**config.mk**
```make
export PLATFORM = sky130hd
export DESIGN_NAME = seg_reader
export DESIGN_NICKNAME = d
export VERILOG_FILES = /design/src/rtl/seg_reader.sv
export SDC_FILE = /design/constraint.sdc
export NUM_CORES = 1
export LEC_CHECK = 0
export CAP_MARGIN = 20
export CORE_ASPECT_RATIO = 2
export CORE_MARGIN = 3
export CORE_UTILIZATION = 50
export DETAILED_ROUTE_END_ITERATION = 16
export PLACE_DENSITY_LB_ADDON = 0.08
export SLEW_MARGIN = 20
export SYNTH_ARGS = -nofsm -noshare
export SYNTH_HDL_FRONTEND = slang
export SYNTH_SLANG_ARGS = --single-unit
```
**constraint.sdc**
```tcl
create_clock -name clock -period 7.5 [get_ports clock]
set_input_delay 0.75 -clock clock [delete_from_list [all_inputs] [get_ports clock]]
set_output_delay 0.75 -clock clock [all_outputs]
set_load 0.05 [all_outputs]
```
**src/rtl/seg_reader.sv**
```systemverilog
// seg_reader: captures the digits of a 4-digit multiplexed 7-segment
// display (active-low segments and digit enables) and presents each
// complete ordered scan as a 16-bit frame with a valid/ready handshake.
// Optional feature macro: SEG_READER_BLANK_EN (all-segments-off pattern is
// accepted as a blank digit and reported on the blank output).
module seg_reader #(
  parameter int STABLE_CYCLES = 4
) (
  input  logic        clock,
  input  logic        reset_n,
  input  logic [6:0]  seg,
  input  logic [3:0]  dig_sel,
  output logic [15:0] value,
  output logic        valid,
  input  logic        ready,
  output logic        err,
  output logic        overrun,
  output logic [3:0]  blank
);

  typedef enum logic [1:0] {S_IDLE, S_SETTLE, S_CAPTURED, S_DONE} state_t;

  state_t          r_state, w_state_nxt;
  logic [7:0]      r_cnt, w_cnt_nxt;
  logic [1:0]      r_digit, w_digit_nxt;
  logic [6:0]      r_prev_seg;
  logic [3:0]      r_prev_sel;
  logic [3:0][3:0] r_partial;
  logic [15:0]     r_value;
  logic            r_valid, r_err, r_ovr;

  logic            w_legal;
  logic [3:0]      w_nib;
  logic            w_blank_pat;
  logic            w_sel_vld;
  logic [1:0]      w_sel_idx;
  logic            w_stable;
  logic [8:0]      w_cnt_inc;
  logic            w_start, w_capture, w_abort, w_load;

  // Segment pattern to nibble; anything outside the table is illegal.
  always_comb begin
    w_legal     = 1'b1;
    w_nib       = 4'h0;
    w_blank_pat = 1'b0;
    case (seg)
      7'b1000000: w_nib = 4'h0;
      7'b1111001: w_nib = 4'h1;
      7'b0100100: w_nib = 4'h2;
      7'b0110000: w_nib = 4'h3;
      7'b0011001: w_nib = 4'h4;
      7'b0010010: w_nib = 4'h5;
      7'b0000010: w_nib = 4'h6;
      7'b1111000: w_nib = 4'h7;
      7'b0000000: w_nib = 4'h8;
      7'b0010000: w_nib = 4'h9;
      7'b0001000: w_nib = 4'hA;
      7'b0000011: w_nib = 4'hB;
      7'b1000110: w_nib = 4'hC;
      7'b0100001: w_nib = 4'hD;
      7'b0000110: w_nib = 4'hE;
      7'b0001110: w_nib = 4'hF;
`ifdef SEG_READER_BLANK_EN
      7'b1111111: w_blank_pat = 1'b1;
`endif
      default:    w_legal = 1'b0;
    endcase
  end

  // A digit counts as selected only when exactly one enable is low.
  always_comb begin
    w_sel_vld = 1'b1;
    w_sel_idx = 2'd0;
    case (dig_sel)
      4'b1110: w_sel_idx = 2'd0;
      4'b1101: w_sel_idx = 2'd1;
      4'b1011: w_sel_idx = 2'd2;
      4'b0111: w_sel_idx = 2'd3;
      default: w_sel_vld = 1'b0;
    endcase
  end

  assign w_stable  = (seg == r_prev_seg) && (dig_sel == r_prev_sel);
  assign w_cnt_inc = {1'b0, r_cnt} + 9'd1;

  // Next-state logic: settle counting, capture/abort decisions, frame load.
  always_comb begin
    w_state_nxt = r_state;
    w_cnt_nxt   = r_cnt;
    w_digit_nxt = r_digit;
    w_start     = 1'b0;
    w_capture   = 1'b0;
    w_abort     = 1'b0;
    w_load      = 1'b0;
    case (r_state)
      S_IDLE: begin
        w_cnt_nxt = 8'd0;
        // the selection cycle itself is the first counted cycle
        if (w_sel_vld && w_sel_idx == 2'd0) begin
          w_state_nxt = S_SETTLE;
          w_digit_nxt = 2'd0;
          w_cnt_nxt   = 8'd1;
          w_start     = 1'b1;
        end
      end
      S_SETTLE: begin
        if (!w_sel_vld) begin
          w_cnt_nxt = 8'd0;
        end else if (w_sel_idx != r_digit) begin
          w_abort = 1'b1;
        end else if (!w_stable) begin
          w_cnt_nxt = 8'd1;
        end else if (w_cnt_inc == 9'(STABLE_CYCLES)) begin
          w_cnt_nxt = 8'd0;
          if (!w_legal) begin
            w_abort = 1'b1;
          end else begin
            w_capture   = 1'b1;
            w_state_nxt = (r_digit == 2'd3) ? S_DONE : S_CAPTURED;
          end
        end else begin
          w_cnt_nxt = w_cnt_inc[7:0];
        end
      end
      S_CAPTURED: begin
        w_cnt_nxt = 8'd0;
        // same digit still held: keep waiting; gaps are ignored
        if (w_sel_vld && w_sel_idx == r_digit + 2'd1) begin
          w_state_nxt = S_SETTLE;
          w_digit_nxt = r_digit + 2'd1;
          w_cnt_nxt   = 8'd1;
        end else if (w_sel_vld && (w_sel_idx != r_digit || dig_sel != r_prev_sel)) begin
          w_abort = 1'b1;
        end
      end
      S_DONE: begin
        w_load      = 1'b1;
        w_cnt_nxt   = 8'd0;
        w_state_nxt = S_IDLE;
      end
      default: w_state_nxt = S_IDLE;
    endcase
    if (w_abort) begin
      w_state_nxt = S_IDLE;
      w_cnt_nxt   = 8'd0;
    end
  end

  // State, settle counter and previous-cycle input history.
  always_ff @(posedge clock or negedge reset_n) begin
    if (!reset_n) begin
      r_state    <= S_IDLE;
      r_cnt      <= 8'd0;
      r_digit    <= 2'd0;
      r_prev_seg <= 7'h7F;
      r_prev_sel <= 4'hF;
    end else begin
      r_state    <= w_state_nxt;
      r_cnt      <= w_cnt_nxt;
      r_digit    <= w_digit_nxt;
      r_prev_seg <= seg;
      r_prev_sel <= dig_sel;
    end
  end

  // Partial frame: cleared on frame start/abort, one nibble per capture.
  always_ff @(posedge clock or negedge reset_n) begin
    if (!reset_n) begin
      r_partial <= '0;
    end else if (w_start || w_abort) begin
      r_partial <= '0;
    end else if (w_capture) begin
      r_partial[r_digit] <= w_nib;
    end
  end

  // Output frame, handshake and event pulses.
  always_ff @(posedge clock or negedge reset_n) begin
    if (!reset_n) begin
      r_value <= 16'h0;
      r_valid <= 1'b0;
      r_err   <= 1'b0;
      r_ovr   <= 1'b0;
    end else begin
      r_err <= w_abort;
      r_ovr <= w_load && r_valid && !ready;
      if (w_load) begin
        r_value <= r_partial;
        r_valid <= 1'b1;
      end else if (ready) begin
        r_valid <= 1'b0;
      end
    end
  end

`ifdef SEG_READER_BLANK_EN
  logic [3:0] r_pblank;
  logic [3:0] r_blank;

  // Per-digit blank flags travel with the partial frame.
  always_ff @(posedge clock or negedge reset_n) begin
    if (!reset_n) begin
      r_pblank <= 4'h0;
      r_blank  <= 4'h0;
    end else begin
      if (w_start || w_abort)
        r_pblank <= 4'h0;
      else if (w_capture)
        r_pblank[r_digit] <= w_blank_pat;
      if (w_load)
        r_blank <= r_pblank;
    end
  end

  assign blank = r_blank;
`else
  assign blank = 4'h0;
`endif

  assign value   = r_value;
  assign valid   = r_valid;
  assign err     = r_err;
  assign overrun = r_ovr;

endmodule

```
* Word-level counts from Yosys, hierarchy flattened
Cells that the tools add are included.
Cells by class: reductions and logical operators 20, eq/ne operators 39, add/sub/neg operators 2, $lt $le $gt $ge 2, multiplexer cells 49
Operators by type and width (number):
- case mux 4 bit (15 select lines) | 1
- two-way mux 8 bit | 5
- two-way mux 16 bit | 2
- case mux 8 bit (4 select lines) | 1
- == test 7 bit, second input constant | 4
- two-way mux 1 bit | 23
- == test 7 x 5 -> 1 bit, second input constant | 3
- == test 7 x 6 -> 1 bit, second input constant | 3
- inequality test 3 bit, second input constant | 7
- two-way mux 2 bit | 10
- bitwise mux 16 bit | 1
- OR reduction 16 bit | 1
- == test 7 x 2 -> 1 bit, second input constant | 2
- == test 7 x 4 -> 1 bit, second input constant | 2
- == test 4 bit, second input constant | 3
- adder 8 x 1 -> 9 bit, second input constant | 1
- == test 9 x 3 -> 1 bit, second input constant | 1
- demux 4 bit (select 2 bit) | 1
- case mux 2 bit (4 select lines) | 1
- == test 7 x 3 -> 1 bit, second input constant | 1
- == test 7 bit | 1
- logical AND 1 bit | 7
- zero test 7 bit | 1
- AND reduction 7 bit | 1
- other kinds (22) | 29
Word-level totals: word-level logic and storage cells 125, input port bits 14, register bits after elaboration 58, output and inout port bits 23

* Logic depth before layout (Yosys ltp)
Gate-level depths: netlist of the first run.
depth in word-level cells 11, mapped depth 11

* Worst setup path after synthesis of the first run
No wires, ideal clock.
kind reg2reg, start point register r_digit[0], end point register r_partial[11] (netlist name), setup time 0.073 ns, data required time 7.427 ns, period minus slack after synthesis 2.567 ns, slack 4.933 ns, cell stages (with the launch flop) 12, arrival 2.495 ns, path through dfrtp_1 > clkbuf_1 > inv_1 > ha_1 > or3b_1 > a21oi_1 > nor3b_1 > o21a_1 > a221oi_4 > o21ai_2 > buf_4 > nor2_1
Between the ends: cells in the longest elaborated chain, start to end 8, elaborated cells between the ends (all ways) 24
Ends and longest elaborated chain:
- start, declared | line 25 | logic [1:0] r_digit, w_digit_nxt;
- start signal, assigned | line 160 | r_digit <= w_digit_nxt;
- parallel branches: the longest is 8 deep, another holds < comparator 2 x 3 -> 1 bit
- end signal, assigned by index | line 173 | r_partial[r_digit] <= w_nib;
- end, declared | line 28 | logic [3:0][3:0] r_partial;
Parallel ways; which one is timed is not known. The select of a mux whose other input is x is not followed. A chain may end at the register's enable or synchronous reset.

* Final worst setup path of the first run
start point input seg[0], end point register r_partial[11] (netlist name)
Between the ends: cells in the longest elaborated chain, start to end 11, elaborated cells between the ends (all ways) 38
Ends and longest elaborated chain:
- start, declared | line 11 | input logic [6:0] seg,
- == test 7 x 4 -> 1 bit, or another cell as far along | line 46 | case (seg)
- OR reduction 16 bit (no line)
- two-way mux 1 bit | line 46
- two-way mux 1 bit | line 115 | if (!w_legal) begin
- two-way mux 1 bit | line 113 | end else if (w_cnt_inc == 9'(STABLE_CYCLES)) begin
- two-way mux 1 bit | line 111 | end else if (!w_stable) begin
- two-way mux 1 bit | line 109 | end else if (w_sel_idx != r_digit) begin
- two-way mux 1 bit | line 107 | if (!w_sel_vld) begin
- case mux 1 bit (2 select lines) | line 95 | case (r_state)
- logical OR 1 bit | line 170 | end else if (w_start || w_abort) begin
- two-way mux 16 bit or nonzero test 2 bit (tied branches)
Parallel ways exist; a longest one is shown, timed or not. The select of a mux whose other input is x is not followed.

==> key figures, run 1 <==
Outcome
  – Outcome: finished, final reports clean

Synthesis
  – Post-synth EDFFs: 0
  – Yosys reg bits: 58
  – Synth Instances: 321
  – Ys Warns: 0
  – Mapped cell area: 3290 um^2
  – Async SR Flop Fraction: 1.00
  – Distinct cells, synth: 63
  – Sequential element share of the synthesized area: 0.445
  – Most frequently used flop master after synthesis: dfrtp_1
  – Post-Syn Area per Cell: 10.3 um^2

Routing
  – Post-route DRC violation count: 0
  – Starting DRT DRC Count: 125
  – Post-DRT Antenna Nets: 0
  – Via-to-Cell Ratio: 5.56
  – Drt wl/cell: 16.2 um
  – Vias after detailed routing: 2412
  – Wirelength, routed: 7050 um
  – 1st-pass router iterations: 5

Clock network
  – Post-CTS Hold Fix Bufs: 0
  – Worst-Skew Late Latency: 0.33 ns
  – Cts repair resizes: 0
  – # clock sinks: 58
  – Post-CTS setup buffer count: 0
  – H-tree depth: 3
  – CTS tree: yes
  – Clock transition at path regs: 0.05 ns
  – Root Driver: clkbuf_16
  – Number of buffers created by CTS: 9
  – CTS max path bufs: 2

STA
  – Count of pins over their slew limit: 0
  – FMAX: 0.296 GHz
  – Fin crit period: 3.38 ns
  – Final hold violation count: 0
  – RSZ-0062 raised after global routing: false
  – Worst Skew: 0.00794 ns
  – Worst rel slew slack: 0.440
  – Tcrit/Tclk final: 0.451
  – Setup TNS: 0 ns
  – Worst-Margin Slew: 0.840 ns
  – Setup violations, final: 0

Critical path
  – CP Capture Point: r_partial[11]
  – Reg2reg start: r_digit[0]
  – Critical path peak fanout: 15
  – Crit. Startpoint: seg[0]
  – FF-to-FF End: r_partial[7]
  – R2R Setup Slk: 4.54 ns
  – CP Class: primary input to flip-flop
  – Reg2Reg Depth: 9
  – Worst Path Arrival: 3.56 ns
  – Startpoint Class: primary input
  – Crit end category: flip-flop
  – WP data required: 7.68 ns

Finish
  – Area added between synthesis and finish: 18.0%
  – ANT cells: 0
  – Most common cell after layout, fill and taps aside: dfrtp_1
  – # fillers: 582
  – Layout cells sized above 1: 0.155
  – Commonest non-fill, non-tap cells in the layout: dfrtp_1 (47), clkdlybuf4s50_1 (31), nor2_1 (30)
  – Layout Nets: 367

Global route
  – Vias in the first global route: 2382
  – Pin count of the biggest net entering global routing: 59
  – Total congestion overflow: 0
  – Overall routing resource usage: 0.200
  – First-pass GRT wire length: 11700 um
  – Initial antenna violation count: 0

Placed design
  – Final GP Congestion: 0.830
  – DP Wirelength: 5000 um
  – PortBufs: 32

Floorplanning
  – Die width: 63.4 um
  – CORE AREA: 6360 um^2
  – Initial Util: 0.518
  – Die Y: 121 um
  – Die Area: 7660 um^2
  – Top Ports: 37
  – # rows: 41

Power and ir drop
  – Worst VDD drop: 0.166 mV
  – Overall power: 0.000827 W
  – Power share of the clock group: 0.477
  – Logic pwr share: 0.122
  – Switching portion of total power: 0.248
  – Net switching power: 0.000205 W
  – Flop pwr share: 0.401
  – Pwr dens: 213 nW/um^2
  – Internal: 0.000622 W
  – Lkg Pwr: 1.71 nW

Flow run
  – Max_cap viols: 0

Worst hold path
  – Hold Crit Class: flip-flop to flip-flop
-- cell usage after synthesis (all sizes together), types with 9 or more instances --
cell,number,share of area
xnor2,16,0.043
ha,9,0.034
mux2,16,0.055
o21ai,19,0.030
a21oi,11,0.017
nor2,30,0.034
dfstp,11,0.088
dfrtp,47,0.36
inv,12,0.014
nand3,11,0.017
buf,16,0.031
mux2i,16,0.049
nand2,14,0.016
-- how the worst min path moves through the flow --
stage | from | endpoint | slack (ns) | cells past startpoint
finish | valid | valid | 0.50 | 1
global route | value[4] | value[4] | 0.52 | 1
CTS | value[4] | value[4] | 0.51 | 1
detailed placement | value[4] | value[4] | 0.49 | 1
global placement | valid | valid | 0.49 | 1
floorplan | reset_n | err | 0.45 | 0
-- registers in the layout, indices dropped and copies added (netlist names) --
register and count:
err 1, r_partial 16, r_prev_seg 7, value 16
r_prev_sel 4, r_state 2, r_cnt 8, r_digit 2
overrun 1, valid 1
-- power by group through the flow --
| stage | logic, W | clock network [W] | registers, W |
|---|---|---|---|
| 3_5_place_dp | 0.000102 | 0 | 0.000336 |
| 6_report | 0.000101 | 0.000394 | 0.000332 |
| 2_1_floorplan | 0.0000720 | 0 | 0.000335 |
| 4_1_cts | 0.000102 | 0.000402 | 0.000331 |
| 5_1_grt | 0.000113 | 0.000419 | 0.000332 |
| 3_3_place_gp | 0.000101 | 0 | 0.000336 |
-- layer usage --
layer,part of all wire,track usage
met1,0.39,0.221
met2,0.55,0.351
met3,0.032,0.0520
met4,0.024,0.0934
met5,0,0
-- worst max-delay path: stages --
cell and delay [ns]:
clkdlybuf4s50_1 0.77, nor4bb_1 0.34, nor2_1 0.09, o41ai_2 0.57, o311a_1 0.39, and3_1 0.37
mux2i_1 0.22, nor2_1 0.06
-- layout make-up --
| class | count | area, um^2 | share of cell area |
|---|---|---|---|
| multi-input combinational | 230 | 1660 | 0.427 |
| sequential | 58 | 1470 | 0.377 |
| timing repair buffer | 33 | 323 | 0.0830 |
| clock buffer | 12 | 246 | 0.0634 |
| tap | 86 | 108 | 0.0277 |
| inverter | 12 | 45.0 | 0.0116 |
| clock inverter | 3 | 40.0 | 0.0103 |
-- cell families (layout without fill, tap and decap cells) --
group | Yosys count | count (layout) | share of synthesized area
buffers and inverters | 36 | 60 | 0.0547
AO/OA/AOI/OAI | 55 | 55 | 0.119
XOR/XNOR | 16 | 16 | 0.0425
adder cells (fa/ha/maj) | 9 | 9 | 0.0342
flip-flops | 58 | 58 | 0.445
AND/OR/NAND/NOR | 114 | 114 | 0.201
multiplexers | 32 | 32 | 0.103
other | 1 | 4 | 0.00114
-- stage by stage --
stage	setup WS (ns)	instance area (um^2)	hold slack [ns]	std cells	util
after floorplan	4.93	3310	0.454	324	-
after global placement	3.80	3600	0.486	419	0.566
after detailed placement	3.78	3600	0.494	419	0.566
after CTS	4.11	3890	0.505	434	0.611
after global routing	3.96	3890	0.516	434	0.611
final	4.12	3890	0.501	434	0.611
(Power assumes the default switching activity.)
==> inputs of run 2 (changes only) <==
clock period = 3.2 ns   (was 7.5 ns; I/O delays follow)
==> run 2 against run 1 <==
Compared with the run above:
- sequential share of layout area fell by 1.6 points
- worst hold slack worse by 0.35 ns
- critical path depth grew 1
- power rose to 2.6 times the previous value
- clock skew decreased by 0.00056 ns
- first-iteration DRC count unchanged
- worst setup slack got worse by 3.6 ns
- critical path type is now flip-flop to flip-flop
- largest cell class unchanged
==> key figures, run 2 (synthesis results as in run 1) <==
Clock network
  – H-tree depth: 3 (unchanged)
  – Cts repair resizes: 0 (unchanged)
  – Worst-Skew Late Latency: 0.33 ns (about the same)
  – CTS max path bufs: 2 (unchanged)
  – Number of buffers created by CTS: 9 (unchanged)
  – # clock sinks: 58 (unchanged)
  – Root Driver: clkbuf_16
  – Post-CTS Hold Fix Bufs: 0 (unchanged)
  – Clock transition at path regs: 0.05 ns (about the same)
  – Post-CTS setup buffer count: 0 (unchanged)
  – CTS tree: yes

Power and ir drop
  – Worst VDD drop: 0.428 mV (+160%)
  – Pwr dens: 528 nW/um^2 (+150%)
  – Overall power: 0.00214 W (+160%)
  – Lkg Pwr: 1.80 nW (+5.7%)

Global route
  – Total congestion overflow: 0 (unchanged)
  – Vias in the first global route: 2588 (+8.6%)
  – Pin count of the biggest net entering global routing: 45 (-24%)
  – First-pass GRT wire length: 12500 um (+7.4%)
  – Initial antenna violation count: 0 (unchanged)
  – Overall routing resource usage: 0.213 (+0.0135)

Routing
  – Post-route DRC violation count: 0 (unchanged)
  – Vias after detailed routing: 2500 (+3.6%)
  – Post-DRT Antenna Nets: 0 (unchanged)
  – Wirelength, routed: 7450 um (+5.7%)
  – Drt wl/cell: 16.6 um (+1.9%)
  – 1st-pass router iterations: 4 (-1)
  – Via-to-Cell Ratio: 5.56 (about the same)
  – Starting DRT DRC Count: 125 (unchanged)

STA
  – Tcrit/Tclk final: 0.840
  – Final WS setup: 0.511 ns (-3.61 ns)
  – Worst Skew: 0.00738 ns (-0.000556 ns)
  – Worst rel slew slack: 0.338 (-0.102)
  – Final hold violation count: 0 (unchanged)
  – RSZ-0062 raised after global routing: false
  – Setup violations, final: 0 (unchanged)
  – Fin crit period: 2.69 ns
  – FMAX: 0.372 GHz
  – Worst-Margin Slew: 0.993 ns (+0.153 ns)
  – Setup TNS: 0 ns (unchanged)
  – Count of pins over their slew limit: 0 (unchanged)
  – Worst hold slack: 0.151 ns (-0.349 ns)

Outcome
  – Outcome: finished, final reports clean

Critical path
  – FF-to-FF End: r_state[1]
  – Crit end category: flip-flop
  – Crit. Startpoint: r_digit[1]
  – CP Capture Point: r_state[1]
  – WP data required: 3.44 ns (-4.24 ns)
  – Critical path peak fanout: 9 (-6)
  – CP Class: flip-flop to flip-flop
  – Reg2Reg Depth: 9 (unchanged)
  – R2R Setup Slk: 0.51 ns (-4.03 ns)
  – Reg2reg start: r_digit[1]
  – Worst Path Arrival: 2.93 ns (-0.63 ns)
  – Startpoint Class: flip-flop

Placed design
  – Final GP Congestion: 0.869 (+4.7%)
  – Placed Instances: 434 (+3.6%)
  – Place WS: 0.285 ns (-3.49 ns)
  – PortBufs: 32 (unchanged)
  – DP Wirelength: 5360 um (+7.1%)

Finish
  – Most common cell after layout, fill and taps aside: dfrtp_1
  – Final cell count without fillers: 450 (+3.7%)
  – Layout Nets: 382 (+4.1%)
  – Area added between synthesis and finish: 23.2%
  – ANT cells: 0 (unchanged)
  – Commonest non-fill, non-tap cells in the layout: dfrtp_1 (47), clkdlybuf4s50_1 (31), nor2_1 (30)
  – Layout cells sized above 1: 0.192 (+0.0371)

Floorplanning
  – Top Ports: 37 (unchanged)
  – Initial Util: 0.518 (unchanged)
  – Die Area: 7660 um^2 (unchanged)
  – Die Y: 121 um (unchanged)
  – Die width: 63.4 um (unchanged)
  – # rows: 41 (unchanged)
  – CORE AREA: 6360 um^2 (unchanged)

Flow run
  – Max_cap viols: 0 (unchanged)

Worst hold path
  – Hold Crit Class: primary input to async pin
## run 2: cell types whose count changed in the layout (fill, tap and decap cells not counted), sizes merged
| cell | delta |
|---|---|
| clkinv | -1 |
| buf | +15 |
| bufinv | +2 |
## run 2: through the flow
step,cell area [um^2],util
4_1_cts,4060,0.638
2_1_floorplan,3310,-
3_3_place_gp,3710,0.584
6_report,4060,0.638
3_5_place_dp,3710,0.584
5_1_grt,4060,0.638
## run 2: area by class of cell
cell class	count	area (um^2)
Clock buffer	12	246
Clock inverter	4	98.8
Fill cell	564	2300
Inverter	12	45.0
Multi-Input combinational cell	230	1660
Sequential cell	58	1470
Tap cell	86	108
Timing Repair Buffer	48	435
## run 2: critical path, stage by stage (launching register included)
cell and delay, ns:
dfrtp_1 0.53, inv_1 0.11, ha_1 0.36, or3b_1 0.39, a21oi_1 0.19, nor3b_1 0.14, o21a_1 0.23, a221oi_4 0.25
nor2_1 0.18, nor3b_1 0.22
## run 2: metal layers
metal	routed length, um	up-vias	share of wire	global-route usage
met5	0	-	0	0
met1	2930	1228	0.39	0.236
met2	4050	46	0.54	0.373
met3	231	16	0.031	0.0455
li1	-	1210	-	-
met4	241	0	0.032	0.116
## run 2: where the power goes
group	leakage (nW)	internal [W]	switching [W]
Clock	0.167	0.000783	0.000331
Sequential	0.767	0.000759	0.0000166
Combinational	0.869	0.0000950	0.000159
Total	1.80	0.00164	0.000507
## run 2: how the worst min path moves through the flow
stage / endpoint / slack (ns) / cells after the start
2_1_floorplan: err / 0.02 / 0
3_5_place_dp: value[0] / 0.49 / 1
4_1_cts: r_digit[1] / 0.20 / 1
3_3_place_gp: valid / 0.48 / 1
5_1_grt: r_digit[0] / 0.22 / 1
6_report: r_digit[1] / 0.15 / 1
